===== src/rtl/pw_frame_sched.sv =====
// pw_frame_sched
//
// Round-robin scheduler that lets NREQ pulse-width serial receivers share one
// 3-bit LED register. The scheduler grants one receiver at a time and captures
// its 8-bit frame: bits [7:3] hold the address and bits [2:0] hold the LED payload.
// If the address equals i_ref, the payload is written to the LED register.
// After each LED write, the scheduler waits HOLD_CYC idle cycles before it
// grants again.
//
// Ports
//   i_clock      system clock, all state changes on the rising edge
//   i_reset      synchronous active-high reset
//   i_req_valid  per-channel frame-present flags (held until the ready pulse)
//   i_req_data   channel i frame in bits [8i+7:8i]
//   o_req_ready  one-hot single-cycle acceptance pulse to the granted channel
//   i_ref        address compared against frame bits [7:3]
//   o_led        shared LED register
//   o_grant_id   index of the last granted channel
//   o_busy       high whenever the scheduler is not idle
//   o_drop_cnt   saturating count of address mismatches
//
// Optional feature: define PWSCHED_DROP_CNT_EN to build the 8-bit saturating
// mismatch counter. If the macro is not defined, o_drop_cnt is tied to zero.

module pw_frame_sched #(
  parameter int NREQ     = 4,
  parameter int GW       = 2,
  parameter int HOLD_CYC = 16
) (
  input  logic              i_clock,
  input  logic              i_reset,
  input  logic [NREQ-1:0]   i_req_valid,
  input  logic [8*NREQ-1:0] i_req_data,
  output logic [NREQ-1:0]   o_req_ready,
  input  logic [4:0]        i_ref,
  output logic [2:0]        o_led,
  output logic [GW-1:0]     o_grant_id,
  output logic              o_busy,
  output logic [7:0]        o_drop_cnt
);

  localparam int            HW        = (HOLD_CYC > 1) ? $clog2(HOLD_CYC) : 1;
  localparam logic [HW-1:0] HOLD_LOAD = HW'(HOLD_CYC - 1);
  localparam logic [GW-1:0] LAST_CH   = GW'(NREQ - 1);

  typedef enum logic [1:0] {IDLE, ACCEPT, CHECK, HOLD} state_t;

  state_t          r_state;
  state_t          w_nextState;
  logic [GW-1:0]   r_grantId;
  logic [GW-1:0]   r_ptr;
  logic [HW-1:0]   r_holdCnt;
  logic [7:0]      r_frame;
  logic [2:0]      r_led;

  logic [GW-1:0]   w_sel;
  logic [GW-1:0]   w_selHi;
  logic [GW-1:0]   w_selLo;
  logic            w_foundHi;
  logic            w_anyValid;
  logic            w_grantValid;
  logic [7:0]      w_grantData;
  logic            w_match;

  // Round-robin search without a modulo rotation. The lowest valid channel
  // at or above the pointer wins. If no such channel exists, the search wraps
  // and the lowest valid channel overall wins. A descending scan means the
  // last hit is the lowest index.
  always_comb begin
    w_selHi    = '0;
    w_selLo    = '0;
    w_foundHi  = 1'b0;
    w_anyValid = 1'b0;
    for (int i = NREQ - 1; i >= 0; i--) begin
      if (i_req_valid[i]) begin
        w_selLo    = GW'(i);
        w_anyValid = 1'b1;
        if (GW'(i) >= r_ptr) begin
          w_selHi   = GW'(i);
          w_foundHi = 1'b1;
        end
      end
    end
    w_sel = w_foundHi ? w_selHi : w_selLo;
  end

  assign w_grantValid = i_req_valid[r_grantId];
  assign w_grantData  = i_req_data[{r_grantId, 3'b000} +: 8];
  assign w_match      = (r_frame[7:3] == i_ref);

  // State register.
  always_ff @(posedge i_clock) begin
    if (i_reset) r_state <= IDLE;
    else         r_state <= w_nextState;
  end

  // Next-state logic. If the requester withdraws during ACCEPT, the
  // scheduler returns to IDLE without capturing a frame.
  always_comb begin
    w_nextState = r_state;
    case (r_state)
      IDLE:    if (w_anyValid) w_nextState = ACCEPT;
      ACCEPT:  w_nextState = w_grantValid ? CHECK : IDLE;
      CHECK:   w_nextState = (w_match && (HOLD_CYC > 0)) ? HOLD : IDLE;
      HOLD:    if (r_holdCnt == '0) w_nextState = IDLE;
      default: w_nextState = IDLE;
    endcase
  end

  // Datapath registers. The pointer advances only after a frame is
  // captured, so a withdrawn grant does not cost that channel its turn.
  always_ff @(posedge i_clock) begin
    if (i_reset) begin
      r_grantId <= '0;
      r_ptr     <= '0;
      r_holdCnt <= '0;
      r_frame   <= '0;
      r_led     <= '0;
    end else begin
      case (r_state)
        IDLE: if (w_anyValid) r_grantId <= w_sel;
        ACCEPT: begin
          if (w_grantValid) begin
            r_frame <= w_grantData;
            r_ptr   <= (r_grantId == LAST_CH) ? '0 : r_grantId + GW'(1);
          end
        end
        CHECK: begin
          if (w_match) begin
            r_led     <= r_frame[2:0];
            r_holdCnt <= HOLD_LOAD;
          end
        end
        HOLD: if (r_holdCnt != '0) r_holdCnt <= r_holdCnt - HW'(1);
        default: ;
      endcase
    end
  end

`ifdef PWSCHED_DROP_CNT_EN
  logic [7:0] r_dropCnt;

  // Count rejected frames. The counter sticks at 255 and clears only on reset.
  always_ff @(posedge i_clock) begin
    if (i_reset)                                                  r_dropCnt <= 8'h00;
    else if (r_state == CHECK && !w_match && r_dropCnt != 8'hFF)  r_dropCnt <= r_dropCnt + 8'd1;
  end

  assign o_drop_cnt = r_dropCnt;
`else
  assign o_drop_cnt = 8'h00;
`endif

  // Output decode. Ready and busy are forced low while reset is held, so
  // a requester never sees an acceptance during reset.
  always_comb begin
    o_req_ready = '0;
    o_busy      = 1'b0;
    if (!i_reset) begin
      o_busy = (r_state != IDLE);
      if (r_state == ACCEPT) o_req_ready[r_grantId] = 1'b1;
    end
  end

  assign o_led      = r_led;
  assign o_grant_id = r_grantId;

endmodule


===== config.mk =====
export PLATFORM = sky130hd
export DESIGN_NAME = pw_frame_sched
export DESIGN_NICKNAME = d
export VERILOG_FILES = /design/src/rtl/pw_frame_sched.sv
export SDC_FILE = /design/constraint.sdc
export NUM_CORES = 1
export LEC_CHECK = 0
export BUFFER_PORTS_ARGS = -buffer_cell sky130_fd_sc_hd__buf_2
export CORE_ASPECT_RATIO = 2
export CORE_UTILIZATION = 42
export DETAILED_ROUTE_END_ITERATION = 7
export MAX_ROUTING_LAYER = met4
export PLACE_DENSITY = 0.72
export SYNTH_ARGS = -nofsm -noshare
export SYNTH_HDL_FRONTEND = slang
export SYNTH_SLANG_ARGS = --single-unit

===== constraint.sdc =====
create_clock -name i_clock -period 1.6 [get_ports i_clock]
set_clock_uncertainty 0.05 [all_clocks]
set_input_delay 0.16 -clock i_clock [delete_from_list [all_inputs] [get_ports i_clock]]
set_output_delay 0.16 -clock i_clock [all_outputs]
set_load 0.03 [all_outputs]

==> implementation parameters <==
Parameter                              Value

Setup path
  Type of the worst setup path ... flip-flop to output pin
  Worst path cell trace ... buf_12 -> buf_4 -> ha_1 -> and2_1 -> buf_6
  Critical path's largest stage delay ... 360 ps
  Maximum net fanout on the critical path ... 3
  Required time worst endpoint ... 1390 ps
  Reg-to-reg startpoint ... o_grant_id[0]
  Startpoint type of the worst setup path ... flip-flop
  Library cell contributing the largest single delay on the critical path ... dfxtp_4
  Data arrival time of the critical path ... 1350 ps
  Worst setup EP type ... output pin
  Category of cells accounting for the largest share of critical-path delay ... buffers and inverters
  Crit path buffers/inverters ... 3
  Crit path from ... o_grant_id[0]

Detailed routing
  Number of iterations in the first detailed-routing pass ... 4
  Top routing layer in use ... met4
  Post-detailed-route DRC marker count ... 0
  Routed wire length on met2 ... 1780 µm
  Vias per Instance ... 5.38
  Count of antenna-violating nets left after detailed routing ... 0
  Via count ... 1,226
  Iteration-0 DRC Markers ... 26
  Metal-1 WL ... 1120 µm
  Total length of routed wires ... 3070 µm
  Detailed-routed wire length on met3 ... 114 µm
  DR WL/cell ... 13.5 µm

Synth
  Number of enable flip-flop cells after synthesis ... 0
  Post-synth design cell area ... 1380 µm²
  Proportion of synthesized chip area in sequential cells ... 0.305
  Synth unique cells ... 37
  Dominant synthesized flop cell ... dfxtp_1
  Average instance area after synthesis ... 9.91 µm²
  Synth Instances ... 139
  Proportion of register bits with asynchronous set or reset after synthesis ... 0
  Yosys warning total ... 0
  Yosys reg bits ... 21

Clock network
  Clock insertion delay at the later pin of the skew report ... 260 ps
  Clock net sink count ... 21
  Largest buffer count on any clock path ... 2
  Clock Pin Slew Worst Setup and Hold Paths ... 70 ps
  CTS root buf ... clkbuf_8
  TritonCTS clock tree ... built
  Number of clock buffers inserted by TritonCTS ... 3
  Deepest level of the CTS H-tree ... 1

Timing
  RSZ-0062 raised after global routing ... yes
  Peak clock frequency supported by timing ... 642 MHz
  Final setup fails ... 0
  Crit share post-route ... 0.973
  Final hold violation count ... 0
  Min Tclk post-route ... 1560 ps
  Final-report max-slew violation count ... 0

Global routing
  Maximum number of pins on one net before global-route repair ... 26
  Total routing resource utilization after global routing ... 0.182
  Via count of the first global-routing pass ... 1,179
  Wire length of the first global-routing pass ... 4890 µm
  Residual overflow from global routing ... 0
  Number of antenna violations at the first check in global routing ... 0

Cells and area
  Final core utilization ... 0.572
  Cell area after layout ... 1810 µm²
  Area taken by multi-input logic gates ... 883 µm²
  Area Overhead vs Synth ... 31.2%
  Total inserted antenna cells ... 0
  Storage cell area ... 428 µm²
  Fillers ... 293
  Share of cells above drive strength 1 ... 0.437
  Net total in the final layout ... 246

Die
  Row cnt ... 29
  Initial standard-cell utilization of the core ... 0.436
  Core ar. ... 3160 µm²
  Chip height ... 83.0 µm
  Die width ... 42.5 µm
  Ports ... 61
  Area of the die ... 3530 µm²

Placed design
  DPL Wire Length ... 2300 µm
  PortBufs ... 52
  RePlAce Congestion ... 0.794
  Cell area after placement ... 1620 µm²

Power and ir drop
  Power, Total ... 1.34 mW
  Static Leak ... 0.852 nW
  Peak ir drop on the vdd network ... 0.569 mV
  Power density normalized to cell area ... 744 nW/µm²

Hold path
  Source of the worst hold timing path ... i_req_valid[1]
  Hold Crit Class ... input port to flip-flop

Flow run
  Max-cap violation count ... 0

Outcome
  Status ... finished, final reports clean
==> sequential cells by signal, summed over array words and instances (netlist names) <==
| name | cells |
|---|---|
| o_grant_id | 2 |
| o_led | 3 |
| r_frame | 8 |
| r_holdCnt | 4 |
| r_ptr | 2 |
| r_state | 2 |
==> repair_timing <==
action	CTS	global route
hold endpoints to repair	0	0
setup buffers	2	4
endpoints found under the setup margin	4	14
pin swaps	0	1
gates resized for setup	7	19
cloned	0	1
hold buffers	0	0
==> power by group <==
part | internal, mW | switching, mW
combinational | 0.219 | 0.194
sequential | 0.553 | 0.0351
clock | 0.174 | 0.170
total | 0.945 | 0.399
==> routing by layer <==
layer / track usage / vias up
li1: - / 600
met1: 0.182 / 584
met2: 0.333 / 38
met3: 0.0217 / 4
met4: 0.0881 / 0
met5: - / -
==> synthesized netlist by cell type (all sizes together) (2+ instances only) <==
cell type / instances / share of area
a31oi: 2 / 0.0091
nand2b: 9 / 0.041
buf: 13 / 0.074
mux2i: 13 / 0.094
clkbuf: 3 / 0.0082
nor2: 16 / 0.044
nor4: 3 / 0.014
dfxtp: 21 / 0.31
and2: 4 / 0.018
nor3b: 2 / 0.011
inv: 7 / 0.019
a21oi: 9 / 0.035
nand2: 2 / 0.0055
ha: 5 / 0.045
xor2: 4 / 0.025
mux4: 9 / 0.15
==> worst paths after layout <==
kind	slack, ps	depth (start not counted)	endpoint
setup / recovery	40	5	o_req_ready[3]
hold / removal	220	3	o_grant_id[0]
setup reg to reg	40	4	r_ptr[0]
hold reg to reg	430	2	o_led[0]
==> area by class of cell <==
class	instances	area share
timing repair buffer	62	0.213
sequential	21	0.237
multi-input combinational	103	0.489
clock buffer	3	0.0229
clock inverter	1	0.00277
inverter	7	0.0145
tap	31	0.0215
==> tightest hold or removal path, cell delays in order <==
cell and delay (ps):
buf_2 140, nand4_1 110, a311oi_1 80
==> through the flow <==
stage,std cells,hold slack (ps),setup WS (ps),setup TNS (ps)
2_1_floorplan,146,289,20.1,0
4_1_cts,223,201,5.65,0
5_1_grt,228,225,-23.4,-65.0
3_5_place_dp,217,424,73.3,0
3_3_place_gp,217,412,93.3,0
6_report,228,216,43.6,0
==> placed cells by master, fill, tap and decap left out, drive strengths merged <==
cell type	n
o31a	1
and4b	1
nand2b	9
nand3	1
nand2	2
mux2i	13
ha	5
o21a	1
xnor2	1
dfxtp	21
clkinv	1
a31oi	2
o221ai	1
nor3	1
or3	1
conb	8
nand3b	2
a21oi	9
nor4	3
clkbuf	3
o22ai	1
buf	62
and3	1
inv	7
a311oi	1
mux4	9
and2	4
a221oi	1
nand4b	1
nor2	16
nand4	1
a41o	1
xor2	4
nor3b	2
==> logic make-up after synthesis <==
family	Yosys count	synth area share
muxes	22	0.244
DFF	21	0.305
other	1	0.00272
AOI/OAI and AO/OA	18	0.0872
and+or+nand+nor	44	0.182
adders and majority gates	5	0.0454
buffers and inverters	23	0.102
xor gates and xnor gates	5	0.0318
(Power assumes the default switching activity.)
